`src/rtl/spi_master_param.sv`:
```
// Parametrised SPI master: valid/ready word in, one full-duplex frame in any
// SPI mode on a selectable chip select, received word returned with a strobe.
module spi_master_param #(
  parameter int DATA_W    = 8,
  parameter int HALF_DIV  = 4,
  parameter int NUM_CS    = 2,
  parameter int MSB_FIRST = 1,
  localparam int CS_W     = (NUM_CS > 1) ? $clog2(NUM_CS) : 1
) (
  input  logic              clk,
  input  logic              rst,
  input  logic              tx_valid,
  output logic              tx_ready,
  input  logic [DATA_W-1:0] tx_data,
  input  logic [CS_W-1:0]   cs_sel,
  input  logic              cpol,
  input  logic              cpha,
  output logic              rx_valid,
  output logic [DATA_W-1:0] rx_data,
  output logic              busy,
  output logic              sclk,
  output logic              mosi,
  input  logic              miso,
  output logic [NUM_CS-1:0] cs_n
);

  localparam int CNT_W  = (HALF_DIV > 1) ? $clog2(HALF_DIV) : 1;
  localparam int EDGE_W = $clog2(2 * DATA_W);

  typedef enum logic [2:0] {
    S_IDLE,
    S_SETUP,
    S_SHIFT,
    S_HOLD,
    S_GAP
  } state_t;

  state_t              r_state;
  logic [CNT_W-1:0]    r_cnt;
  logic [EDGE_W-1:0]   r_edge;
  logic [DATA_W-1:0]   r_tx;
  logic [DATA_W-1:0]   r_rx;
  logic [DATA_W-1:0]   r_rx_data;
  logic                r_cpol;
  logic                r_cpha;
  logic                r_sclk;
  logic                r_mosi;
  logic                r_rx_valid;
  logic [NUM_CS-1:0]   r_cs_n;

  logic                w_half_end;
  logic                w_last_edge;
  logic                w_leading;
  logic                w_sample;
  logic                w_advance;
  logic                w_first_bit;
  logic                w_next_bit;
  logic [DATA_W-1:0]   w_tx_next;
  logic [DATA_W-1:0]   w_rx_shift;
  logic [NUM_CS-1:0]   w_cs_dec;

  always_comb begin
    w_half_end  = (r_cnt == CNT_W'(HALF_DIV - 1));
    w_last_edge = (r_edge == EDGE_W'(2 * DATA_W - 1));
    w_leading   = ~r_edge[0];
    w_sample    = w_leading ^ r_cpha;
    // cpha=1 presents the first bit before the first leading edge, so that edge only re-presents it
    w_advance   = r_cpha ? (w_leading && (r_edge != '0)) : (~w_leading && ~w_last_edge);
    if (MSB_FIRST != 0) begin
      w_first_bit = tx_data[DATA_W-1];
      w_tx_next   = r_tx << 1;
      w_next_bit  = w_tx_next[DATA_W-1];
      w_rx_shift  = {r_rx[DATA_W-2:0], miso};
    end else begin
      w_first_bit = tx_data[0];
      w_tx_next   = r_tx >> 1;
      w_next_bit  = w_tx_next[0];
      w_rx_shift  = {miso, r_rx[DATA_W-1:1]};
    end
  end

  // Out-of-range selects leave every line deasserted
  always_comb begin
    w_cs_dec = '1;
    for (int unsigned i = 0; i < NUM_CS; i++) begin
      if (32'(cs_sel) == i) w_cs_dec[i] = 1'b0;
    end
  end

  always_ff @(posedge clk) begin
    if (rst) begin
      r_state    <= S_IDLE;
      r_cnt      <= '0;
      r_edge     <= '0;
      r_tx       <= '0;
      r_rx       <= '0;
      r_rx_data  <= '0;
      r_cpol     <= 1'b0;
      r_cpha     <= 1'b0;
      r_sclk     <= 1'b0;
      r_mosi     <= 1'b0;
      r_rx_valid <= 1'b0;
      r_cs_n     <= '1;
    end else begin
      r_rx_valid <= 1'b0;
      unique case (r_state)
        S_IDLE: begin
          if (tx_valid) begin
            r_tx    <= tx_data;
            r_cpol  <= cpol;
            r_cpha  <= cpha;
            r_sclk  <= cpol;
            r_cs_n  <= w_cs_dec;
            r_mosi  <= w_first_bit;
            r_cnt   <= '0;
            r_edge  <= '0;
            r_state <= S_SETUP;
          end
        end
        S_SETUP: begin
          if (w_half_end) begin
            r_cnt   <= '0;
            r_state <= S_SHIFT;
          end else begin
            r_cnt <= r_cnt + 1'b1;
          end
        end
        S_SHIFT: begin
          if (w_half_end) begin
            r_cnt  <= '0;
            r_sclk <= ~r_sclk;
            r_edge <= r_edge + 1'b1;
            if (w_sample) r_rx <= w_rx_shift;
            if (w_advance) begin
              r_tx   <= w_tx_next;
              r_mosi <= w_next_bit;
            end
            if (w_last_edge) begin
              // with cpha=1 the final sample lands on this same edge
              r_rx_data  <= w_sample ? w_rx_shift : r_rx;
              r_rx_valid <= 1'b1;
              r_state    <= S_HOLD;
            end
          end else begin
            r_cnt <= r_cnt + 1'b1;
          end
        end
        S_HOLD: begin
          if (w_half_end) begin
            r_cnt   <= '0;
            r_cs_n  <= '1;
            r_mosi  <= 1'b0;
            r_state <= S_GAP;
          end else begin
            r_cnt <= r_cnt + 1'b1;
          end
        end
        S_GAP: begin
          if (w_half_end) begin
            r_cnt   <= '0;
            r_state <= S_IDLE;
          end else begin
            r_cnt <= r_cnt + 1'b1;
          end
        end
        default: r_state <= S_IDLE;
      endcase
    end
  end

  assign tx_ready = (r_state == S_IDLE) && !rst;
  assign busy     = (r_state != S_IDLE);
  assign sclk     = r_sclk;
  assign mosi     = r_mosi;
  assign cs_n     = r_cs_n;
  assign rx_valid = r_rx_valid;
  assign rx_data  = r_rx_data;

endmodule

```
`config.mk`:
```
export PLATFORM = sky130hd
export DESIGN_NAME = spi_master_param
export DESIGN_NICKNAME = d
export VERILOG_FILES = /design/src/rtl/spi_master_param.sv
export SDC_FILE = /design/constraint.sdc
export NUM_CORES = 1
export LEC_CHECK = 0
export BUFFER_PORTS_ARGS = -buffer_cell sky130_fd_sc_hd__buf_2
export CORE_MARGIN = 4
export CORE_UTILIZATION = 45
export DETAILED_ROUTE_END_ITERATION = 10
export GPL_TIMING_DRIVEN = 0
export PLACE_DENSITY = 0.74
export SYNTH_ARGS = -nofsm -noshare
export SYNTH_HDL_FRONTEND = slang
export SYNTH_SLANG_ARGS = --single-unit
```
`constraint.sdc`:
```
create_clock -name clk -period 2.5 [get_ports clk]
set_input_delay 0.375 -clock clk [delete_from_list [all_inputs] [get_ports clk]]
set_output_delay 0.375 -clock clk [all_outputs]
set_load 0.03 [all_outputs]
```
* After elaboration in Yosys (flattened, before gate mapping)
Cells that the tools add are included.
** Storage, ports and cells
- Register bits :: 38
- Bits in writable memories :: 0
- Memories kept :: 0
- Memory bits (read-only) :: 0
- Output and inout port bits :: 15
- Bits in latches :: 0
- Logic and storage cells :: 87
** Operators by class
- $lt $le $gt $ge :: 0
- Div/mod/pow operators :: 0
- Add/subtract/negate cells :: 2
- Multiply operators :: 0
- Reduce and logical (&&, ||, !) cells :: 22
- Equality and inequality tests :: 13
- Shift-type cells :: 0
- Muxes and demuxes :: 33
- Bitwise logic cells :: 6
** Operators by type and width (number)
- 7-bit 2-to-1 mux :: 3
- 3-bit 2-to-1 mux :: 6
- 3-bit one-hot mux with 5 select lines :: 1
- 2-bit != test, second input constant :: 7
- 7-bit one-hot mux with 2 select lines :: 1
- 1-bit 2-to-1 mux :: 10
- 3-bit AND reduction :: 3
- 2-bit 2-to-1 mux :: 4
- 4-bit 2-to-1 mux :: 2
- 8-bit 2-to-1 mux :: 1
- 2-bit one-hot mux with 2 select lines :: 2
- 4-bit one-hot mux with 2 select lines :: 1
- 3-bit by 2-bit equality test with 1-bit output, second input constant :: 2
- 2-bit AND reduction :: 3
- 6-bit AND reduction :: 1
- 2-bit nonzero test :: 3
- 3-bit nonzero test :: 2
- 1-bit NOT :: 5
- 5-bit AND reduction :: 1
- 4-bit by 1-bit adder with 4-bit output, second input constant :: 1
- 4-bit equality test, second input constant :: 1
- 4-bit AND reduction :: 1
- 4-bit nonzero test :: 1
- 4-bit OR reduction :: 1
- 11 further kinds :: 13

* Longest topological paths before layout
Gate-level depths: netlist of run 1.
- Depth in word-level cells :: 7
- Gate-level depth with buffers :: 7
- Mapped depth without buffers :: 6

* Least setup slack after synthesis of run 1
OpenSTA, ideal clock, no wires.
- Kind :: register to register
- Start :: reg r_edge[0]
- End :: reg r_tx[1]
- Arrival :: 1.784 ns
- Library setup time :: 0.121 ns
- Cell stages (with the launch flop) :: 8
- Path slack :: 0.595 ns
- Clock period less this slack :: 1.905 ns
- Cells stage by stage :: dfxtp_1 -> buf_2 -> inv_1 -> ha_1 -> or3b_1 -> a221o_1 -> nand2_2 -> mux2_2
** Between the ends
- Cells in the longest elaborated chain, start to end :: 6
- Elaborated cells between the ends (all ways) :: 9
** RTL lines
- start: declaration :: RTL line 40 : logic [EDGE_W-1:0] r_edge;
- start signal: assignment :: RTL line 132 : r_edge <= r_edge + 1'b1;
- 4-bit equality test :: RTL line 64 : w_last_edge = (r_edge == EDGE_W'(2 * DATA_W - 1));
- 1-bit NOT :: RTL line 68 : w_advance = r_cpha ? (w_leading && (r_edge != '0)) : (~w_leading && ~w_last_edge);
- 1-bit logical AND :: RTL line 68
- 1-bit 2-to-1 mux (*) :: RTL line 68
- 2-bit != test (no line) (*)
- 4-bit AND reduction (no line) (*)
- end signal: assignment :: RTL line 109 : r_tx <= tx_data;
- end signal: assignment :: RTL line 135 : r_tx <= w_tx_next;
- end: declaration :: RTL line 41 : logic [DATA_W-1:0] r_tx;
Every way passes the cells marked *; elsewhere a longest branch is shown, timed or not.
A chain may end at the register's enable or synchronous reset.

* Worst setup path in the final report of run 1
- Start :: reg r_edge[0]
- End :: reg r_tx[5]
Same word-level chain as after synthesis.

==> results.cfg, run 1 <==
[power]
max-vdd-ir-drop_uv = 386
power_frac_seq_pct = 53.3
power.density_nw_per_um2 = 555
switchingPower_uw = 290
p_leak_nw = 0.929
comb_power_share_pct = 9.9
netSwitchingFraction_pct = 24.5
clkPwrFrac_pct = 36.7
p_int_uw = 892

[routing]
avgViaCountPerCell = 5.23
ant_nets = 0
vias = 1497
wl_per_cell_um = 13.0
drc = 0
drt_pass1_iterations = 4
routed_wl_um = 3720
drt_iter0_drc = 135

[logic_synthesis]
synth_nets = 219
yosysTopAreaCellShare_pct = 41.5
synthCells = 201
synth-edff-count = 0
ys_seq_elements = 38
synth_area_per_cell_um2 = 9.12
yosysSeqAreaShare_pct = 41.5
synthArstFlopShare_pct = 0
synth_warnings = 0
synth_cell_type_count = 42
syn_area_um2 = 1830
ys.flop_type = dfxtp_1
synthDominantAreaCellType = dfxtp_1
synth_area_leaders = dfxtp_1 42%, mux2i_1 9.3%, nor2_1 4.7%

[clock_network]
clock_latency_ps = 290
cts_root_buf = clkbuf_8
clkTransAtPathRegs_ps = 70
cts_buffers = 5
cts_resized = 0
clock_sinks = 38
post_cts_buffers = 0
htree_num_levels = 2
cts_tree = built
clock_path_buffers = 2
hold_buffers = 0

[final_layout]
seqCellArea_um2 = 761
multi_input_area_um2 = 990
drive_gt1_share_pct = 23.5
final_core_util_pct = 56.1
final_cell_mix = 38 x dfxtp_1, 32 x buf_2, 23 x nor2_1
syn2layout_area_growth_pct = 16.2
final_cell_area_um2 = 2130
nets = 255
n_antenna_cell = 0
final_common_cell = dfxtp_1
fillers = 363

[critical_path]
critPathRequiredTime_ps = 2680
cp_slowest_cell = a221o_1
path_max_fanout = 7
arrival_ps = 2240
r2r-end = r_tx[5]$_SDFFE_PP0P_
r2r_slack_ps = 440
criticalPathCategory = flop to flop
r2r_start = r_edge[0]$_SDFFE_PP0P_
slowest_delay_ps = 390
r2r_cells = 7
crit_path_end_kind = flop
crit_path_start_kind = flop
cp_cell_sequence = buf_2 -> inv_1 -> ha_1 -> or3b_1 -> a221o_1 -> nand2_2 -> mux2_2

[min_path]
holdPathStages = 3
hp-start = cpha
min_to = r_cpha$_SDFFE_PP0P_
hp-class = input pin to flop

[floorplan]
die_area_um2 = 5160
fp-row-count = 22
die_h_um = 71.8
ios = 30
floorplan.initialDensity_pct = 48.3
dieWidth_um = 71.8
core_area_um2 = 3800

[global_routing]
grt_use_total_pct = 15.9
grt_overflow = 0
grt_pass1_vias = 1351
grt_max_degree = 12
grt_pass1_wl_um = 6440
antenna_found_initial = 0

[timing]
clock-skew-final_ps = 2.63
drv_slew = 0
finalSetupViolations = 0
hold_viol = 0
rsz0062_at_grt = no
fin_setup_tns_ps = 0
fin_crit_sh_pct = 82.3
worst_pin_slew_ps = 572
max_slew_margin_pct = 61.9
clock.fmax_mhz = 486
min_period_ps = 2060

[placement]
post-dp-hpwl_um = 2730
placed_area_um2 = 2040
place.port_buffers = 29
gp_congestion = 0.793

[job]
cap_viol_max_count = 0

[run_status]
outcome = completed
==> flip-flops by register name (all words and copies together) (netlist names) <==
name	count
r_cpha	1
rx_data	8
rx_valid	1
sclk	1
r_cnt	2
cs_n	2
r_state	3
r_edge	4
mosi	1
r_tx	7
r_rx	8
==> cell type report <==
| cell class | count | area share [%] |
|---|---|---|
| clock inverters | 1 | 0.235 |
| inverters | 6 | 1.06 |
| flip-flops and latches | 38 | 35.7 |
| clock buffers | 7 | 4.05 |
| well taps | 48 | 2.82 |
| plain buffers | 11 | 2.82 |
| repair buffers | 29 | 6.82 |
| multi-input cells | 146 | 46.5 |
==> power by group through the flow <==
stage	sequential [mW]	clock, mW	combinational [mW]
after global placement	0.644	0	0.115
after global routing	0.632	0.474	0.130
final	0.630	0.434	0.117
after floorplan	0.651	0	0.0734
after CTS	0.630	0.443	0.118
after detailed placement	0.644	0	0.117
==> worst max-delay path: cells and delay by family, from the launching register on <==
| family | cells | cell delay (ps) |
|---|---|---|
| simple gates | 2 | 530 |
| fa+ha+maj | 1 | 130 |
| mux | 1 | 360 |
| flops | 1 | 320 |
| compound gates | 1 | 390 |
| buf+inv | 2 | 220 |
==> how the worst max path moves through the flow <==
stage	endpoint	start	slack (ps)	cells past startpoint
2_1_floorplan	r_tx[1]$_SDFFE_PP0P_	r_edge[0]$_SDFFE_PP0P_	600	7
3_3_place_gp	tx_ready	rst	430	5
3_5_place_dp	tx_ready	rst	430	5
4_1_cts	r_tx[3]$_SDFFE_PP0P_	r_edge[0]$_SDFFE_PP0P_	420	7
5_1_grt	tx_ready	rst	330	5
6_report	r_tx[5]$_SDFFE_PP0P_	r_edge[0]$_SDFFE_PP0P_	440	7
==> synthesized netlist by cell type (2+ instances only) <==
cell	instances
nor2_1	23
nand2_1	20
nor2b_1	10
clkbuf_1	4
nor4_1	2
mux2i_1	17
xor2_1	2
a311oi_1	2
ha_1	3
inv_1	6
a211oi_1	8
nand3_1	4
nor3_1	8
mux2_2	7
buf_2	3
o21ai_0	5
dfxtp_1	38
buf_6	2
a21oi_1	11
buf_1	2
nand2b_1	3
==> through the flow <==
stage,cells,setup slack (ps),hold WS (ps),total power [mW]
3_5_place_dp,278,426,461,0.762
2_1_floorplan,201,595,460,0.724
3_3_place_gp,278,430,450,0.759
6_report,286,443,326,1.18
5_1_grt,286,334,346,1.24
4_1_cts,286,421,321,1.19
==> metal layers <==
metal	wire, µm	GRT usage [%]
met1	1860	22.6
met2	1600	22.3
met3	188	4.77
met4	72	6.26
met5	0	0
==> logic make-up (layout without fill, tap and decap cells) <==
| family | Yosys count | after routing | synth area share (%) |
|---|---|---|---|
| AOI/OAI and AO/OA | 33 | 33 | 12.7 |
| and+or+nand+nor | 82 | 82 | 23.3 |
| DFF | 38 | 38 | 41.5 |
| xor gates and xnor gates | 4 | 4 | 2.32 |
| buffers and inverters | 17 | 54 | 4.50 |
| muxes | 24 | 24 | 13.6 |
| adders and majority gates | 3 | 3 | 2.05 |
No activity file was read; power rests on OpenSTA's default activity.
==> run 2: changes to the inputs <==
==> constraint.sdc (replaced) <==
create_clock -name clk -period 2 [get_ports clk]
set_input_delay 0.3 -clock clk [delete_from_list [all_inputs] [get_ports clk]]
set_output_delay 0.3 -clock clk [all_outputs]
set_load 0.03 [all_outputs]
==> run 2 against run 1 <==
  * First-iteration DRC count shrank 17%
  * Routed wire length shrank 0.43%
  * Worst hold slack lost 74 ps
  * Clock skew grew 1.5 ps
  * Die area is the same
  * Combinational power grew 29%
  * Via count grew 0.47%
  * Final area grew 0.82%
  * Sequential share of layout area shrank 0.23 points
  * Global-route usage shrank 0.12 points
  * Critical path type unchanged
  * Critical endpoint unchanged
==> results.cfg, run 2 (same netlist as run 1, synthesis figures left out) <==
[job]
cap_viol_max_count = 0

[clock_network]
cts_buffers = 5
clock_path_buffers = 2
clkTransAtPathRegs_ps = 70
hold_buffers = 0
clock_sinks = 38
cts_root_buf = clkbuf_8
clock_latency_ps = 290
cts_tree = built
htree_num_levels = 2

[final_layout]
final_core_util_pct = 56.5
final_cell_mix = 37 x dfxtp_1, 31 x buf_2, 23 x nor2_1
syn2layout_area_growth_pct = 17.1
final_cell_area_um2 = 2150
n_antenna_cell = 0
nets = 256
drive_gt1_share_pct = 24.7
final_common_cell = dfxtp_1

[timing]
fin_ws_ps = 123
min_period_ps = 1880
fin_crit_sh_pct = 93.8
finalSetupViolations = 0
clock.fmax_mhz = 533
hold_viol = 0
drv_slew = 0
rsz0062_at_grt = no
max_slew_margin_pct = 61.6
fin_setup_tns_ps = 0
worst_pin_slew_ps = 576
clock-skew-final_ps = 4.15

[critical_path]
crit_path_end = r_tx[5]$_SDFFE_PP0P_
crit_path_start_kind = flop
r2r_start = r_edge[0]$_SDFFE_PP0P_
path_max_fanout = 8
slowest_delay_ps = 370
cp_cell_sequence = inv_1 -> ha_1 -> or3b_1 -> a221o_1 -> nand2_4 -> mux2_2
r2r_slack_ps = 120
arrival_ps = 2060
critPathRequiredTime_ps = 2180
crit_path_end_kind = flop
criticalPathCategory = flop to flop
r2r_cells = 6
cp_slowest_cell = dfxtp_2
critical_path.top_delay_family = simple AND/OR/NAND/NOR gates
r2r-end = r_tx[5]$_SDFFE_PP0P_
startpoint = r_edge[0]$_SDFFE_PP0P_
crit_buf_inv = 1
critical_path_depth = 6

[routing]
ant_nets = 0
drt_iter0_drc = 112
vias = 1504
drc = 0
avgViaCountPerCell = 5.24
wl_per_cell_um = 12.9
drt_pass1_iterations = 4
routed_wl_um = 3710

[floorplan]
ios = 30
die_h_um = 71.8
core_area_um2 = 3800
die_area_um2 = 5160
dieWidth_um = 71.8
floorplan.initialDensity_pct = 48.3
fp-row-count = 22

[placement]
post-dp-hpwl_um = 2730
place.port_buffers = 29
gp_congestion = 0.793
placed_area_um2 = 2040
pre_cts_ws_ps = -64.0

[power]
power.density_nw_per_um2 = 690
max-vdd-ir-drop_uv = 481
p_leak_nw = 0.938

[global_routing]
grt_pass1_wl_um = 6400
grt_overflow = 0
grt_use_total_pct = 15.8
antenna_found_initial = 0
grt_max_degree = 12
grt_pass1_vias = 1360

[min_path]
hp-start = cpha
hp-class = input pin to flop

[run_status]
outcome = completed
-- run 2: cell count changes in the layout (fill, tap and decap cells not counted), sizes merged --
cell    change
clkbuf      +1
-- run 2: cell type report --
type / instances / area (µm²)
multi-input combinational: 146 / 995
clock inverter: 1 / 5.00
fill: 355 / 1650
clock buffer: 7 / 86.3
tap: 48 / 60.1
inverter: 6 / 22.5
sequential: 38 / 762
buffer: 10 / 56.3
timing repair buffer: 31 / 160
-- run 2: worst min-delay path by stage --
stage,to,slack (ps),cells after the start
2_1_floorplan,cs_n[0]$_SDFFE_PP1P_,420,2
5_1_grt,r_cpha$_SDFFE_PP0P_,270,3
3_5_place_dp,cs_n[1]$_SDFFE_PP1P_,460,1
6_report,r_cpha$_SDFFE_PP0P_,250,3
4_1_cts,r_cpha$_SDFFE_PP0P_,250,3
3_3_place_gp,cs_n[1]$_SDFFE_PP1P_,450,1
-- run 2: where the power goes --
| part | internal [mW] | switching, mW |
|---|---|---|
| Combinational | 0.0643 | 0.0868 |
| Sequential | 0.776 | 0.0116 |
| Clock | 0.278 | 0.263 |
-- run 2: through the flow --
step	instances	hold WS (ps)	total power, mW
final	287	253	1.48
after global routing	287	271	1.55
after CTS	286	246	1.49
after detailed placement	278	461	0.952
after global placement	278	450	0.949
after floorplan	201	416	0.906
-- run 2: worst min-delay path, cell delays in order --
cell,delay (ps)
buf_2,90
nand2_1,40
a21oi_1,60
-- run 2: layer usage --
layer  up-vias  part of all wire (%)  GRT usage, %
met1       691                    51          22.1
met2        26                    43          22.3
met4         0                   1.9          6.68
met3         6                   4.2          4.77
li1        781                     -             -
met5         -                     0             0
-- run 2: timing repair --
| action | CTS | global route |
|---|---|---|
| buffers inserted | 1 | 1 |
| pin swaps | 1 | 1 |
| hold endpoints to repair | 0 | 0 |
| endpoints found under the setup margin | 6 | 9 |
| gates resized for setup | 1 | 2 |
| cloned | 0 | 0 |
==> run 3: changes to the inputs <==
--- a/config.mk
+++ b/config.mk
@@ -11,6 +11,7 @@
 export DETAILED_ROUTE_END_ITERATION = 10
 export GPL_TIMING_DRIVEN = 0
 export PLACE_DENSITY = 0.74
+export RECOVER_POWER = 100
 export SYNTH_ARGS = -nofsm -noshare
 export SYNTH_HDL_FRONTEND = slang
 export SYNTH_SLANG_ARGS = --single-unit
==> run 3 against run 2 <==
  * Final area down 1.7%
  * Sequential power about the same
  * Global-route usage is the same
  * Sequential share of layout area rose by 0.61 points
==> results.cfg, run 3 (same netlist as run 1, synthesis figures left out) <==
[final_layout]
n_antenna_cell = 0
fillers = 368
multi_input_area_um2 = 985
nets = 256
final_cell_mix = 37 x dfxtp_1, 23 x nor2_1, 20 x nand2_1
final_cell_area_um2 = 2110
final_common_cell = dfxtp_1
syn2layout_area_growth_pct = 15.2
seqCellArea_um2 = 762
drive_gt1_share_pct = 18.4

[critical_path]
critPathRequiredTime_ps = 2180
crit_path_end_kind = flop
r2r_slack_ps = 120
crit_path_start_kind = flop
r2r_cells = 6
r2r-end = r_tx[5]$_SDFFE_PP0P_
arrival_ps = 2060
r2r_start = r_edge[0]$_SDFFE_PP0P_
path_max_fanout = 8
criticalPathCategory = flop to flop

[timing]
worst_pin_slew_ps = 576
fin_setup_tns_ps = 0
clock.fmax_mhz = 532
rsz0062_at_grt = no
clock-skew-final_ps = 2.09
drv_slew = 0
finalSetupViolations = 0
hold_viol = 0
min_period_ps = 1880
fin_crit_sh_pct = 94.0
max_slew_margin_pct = 61.5

[clock_network]
clock_sinks = 38
hold_buffers = 0
clock_latency_ps = 290
cts_root_buf = clkbuf_8
cts_tree = built
htree_num_levels = 2
cts_buffers = 5
clkTransAtPathRegs_ps = 70
clock_path_buffers = 2

[routing]
routed_wl_um = 3690
vias = 1491
drt_iter0_drc = 95
drt_pass1_iterations = 4
wl_per_cell_um = 12.9
avgViaCountPerCell = 5.20
ant_nets = 0
drc = 0

[floorplan]
fp-row-count = 22
floorplan.initialDensity_pct = 48.3
die_h_um = 71.8
core_area_um2 = 3800
dieWidth_um = 71.8
ios = 30
die_area_um2 = 5160

[run_status]
outcome = completed

[global_routing]
grt_max_degree = 12
antenna_found_initial = 0
grt_pass1_vias = 1360
grt_overflow = 0
grt_use_total_pct = 15.8
grt_pass1_wl_um = 6400

[placement]
place.port_buffers = 29
gp_congestion = 0.793
placed_area_um2 = 2040
post-dp-hpwl_um = 2730

[min_path]
holdPathStages = 3
hp-class = input pin to flop
hp-start = cpha
min_to = r_cpha$_SDFFE_PP0P_

[power]
max-vdd-ir-drop_uv = 481
p_leak_nw = 0.861
switchingPower_uw = 360
power_frac_seq_pct = 53.4
clkPwrFrac_pct = 36.6
p_int_mw = 1.12
power.density_nw_per_um2 = 699
comb_power_share_pct = 10.0
netSwitchingFraction_pct = 24.4

[job]
cap_viol_max_count = 0
run 3: cell count changes in the layout (fill, tap and decap cells not counted), sizes merged:
cell | previous run | this run
buf | 36 | 19
clkbuf | 12 | 29
run 3: what timing repair did:
item | in CTS | in global routing
endpoints found under the setup margin | 6 | 9
setup buffers | 1 | 1
hold endpoints to repair | 0 | 0
resized for setup | 1 | 2
pin swaps | 1 | 1
run 3: power by group through the flow:
stage / Combinational (mW) / Sequential [mW] / Clock, mW
finish: 0.148 / 0.788 / 0.539
global route: 0.164 / 0.790 / 0.592
CTS: 0.150 / 0.788 / 0.554
detailed placement: 0.147 / 0.805 / 0
global placement: 0.144 / 0.805 / 0
floorplan: 0.0917 / 0.814 / 0
run 3: worst max path at each step:
| stage | startpoint | end | slack [ps] | depth (start not counted) |
|---|---|---|---|---|
| 4_1_cts | r_edge[0]$_SDFFE_PP0P_ | r_tx[3]$_SDFFE_PP0P_ | 50 | 6 |
| 3_3_place_gp | r_edge[0]$_SDFFE_PP0P_ | r_tx[2]$_SDFFE_PP0P_ | -30 | 7 |
| 3_5_place_dp | r_edge[0]$_SDFFE_PP0P_ | r_tx[3]$_SDFFE_PP0P_ | -60 | 7 |
| 2_1_floorplan | r_edge[0]$_SDFFE_PP0P_ | r_tx[1]$_SDFFE_PP0P_ | 100 | 7 |
| 5_1_grt | r_cnt[1]$_SDFFE_PP0P_ | sclk$_SDFFE_PP0P_ | 30 | 6 |
| 6_report | r_edge[0]$_SDFFE_PP0P_ | r_tx[5]$_SDFFE_PP0P_ | 120 | 6 |
run 3: area by class of cell:
class                      count  area share, %
buffer                        10           2.37
clock buffer                   7           4.09
clock inverter                 1          0.237
inverter                       6           1.07
multi-input combinational    146           46.7
sequential                    38           36.1
tap                           48           2.85
timing repair buffer          31           6.64
run 3: per-layer routing:
layer	global-route usage [%]	part of all wire, %	up-vias
met4	6.68	1.4	0
li1	-	-	783
met1	22.1	50	671
met3	4.77	4.9	5
met2	22.3	43	32
met5	0	0	-
run 3: critical path: stages (launching register included):
cell,delay [ps]
dfxtp_2,370
inv_1,70
ha_1,130
or3b_1,340
a221o_1,370
nand2_4,140
mux2_2,340
run 3: stage by stage:
stage / util (%) / power [mW] / setup WS, ps / hold slack [ps] / std cells
CTS: 56.3 / 1.49 / 52.4 / 246 / 286
global placement: 53.7 / 0.949 / -25.0 / 450 / 278
finish: 55.6 / 1.48 / 121 / 254 / 287
global route: 55.6 / 1.55 / 28.5 / 271 / 287
floorplan: - / 0.906 / 95.4 / 416 / 201
detailed placement: 53.7 / 0.952 / -64.0 / 461 / 278
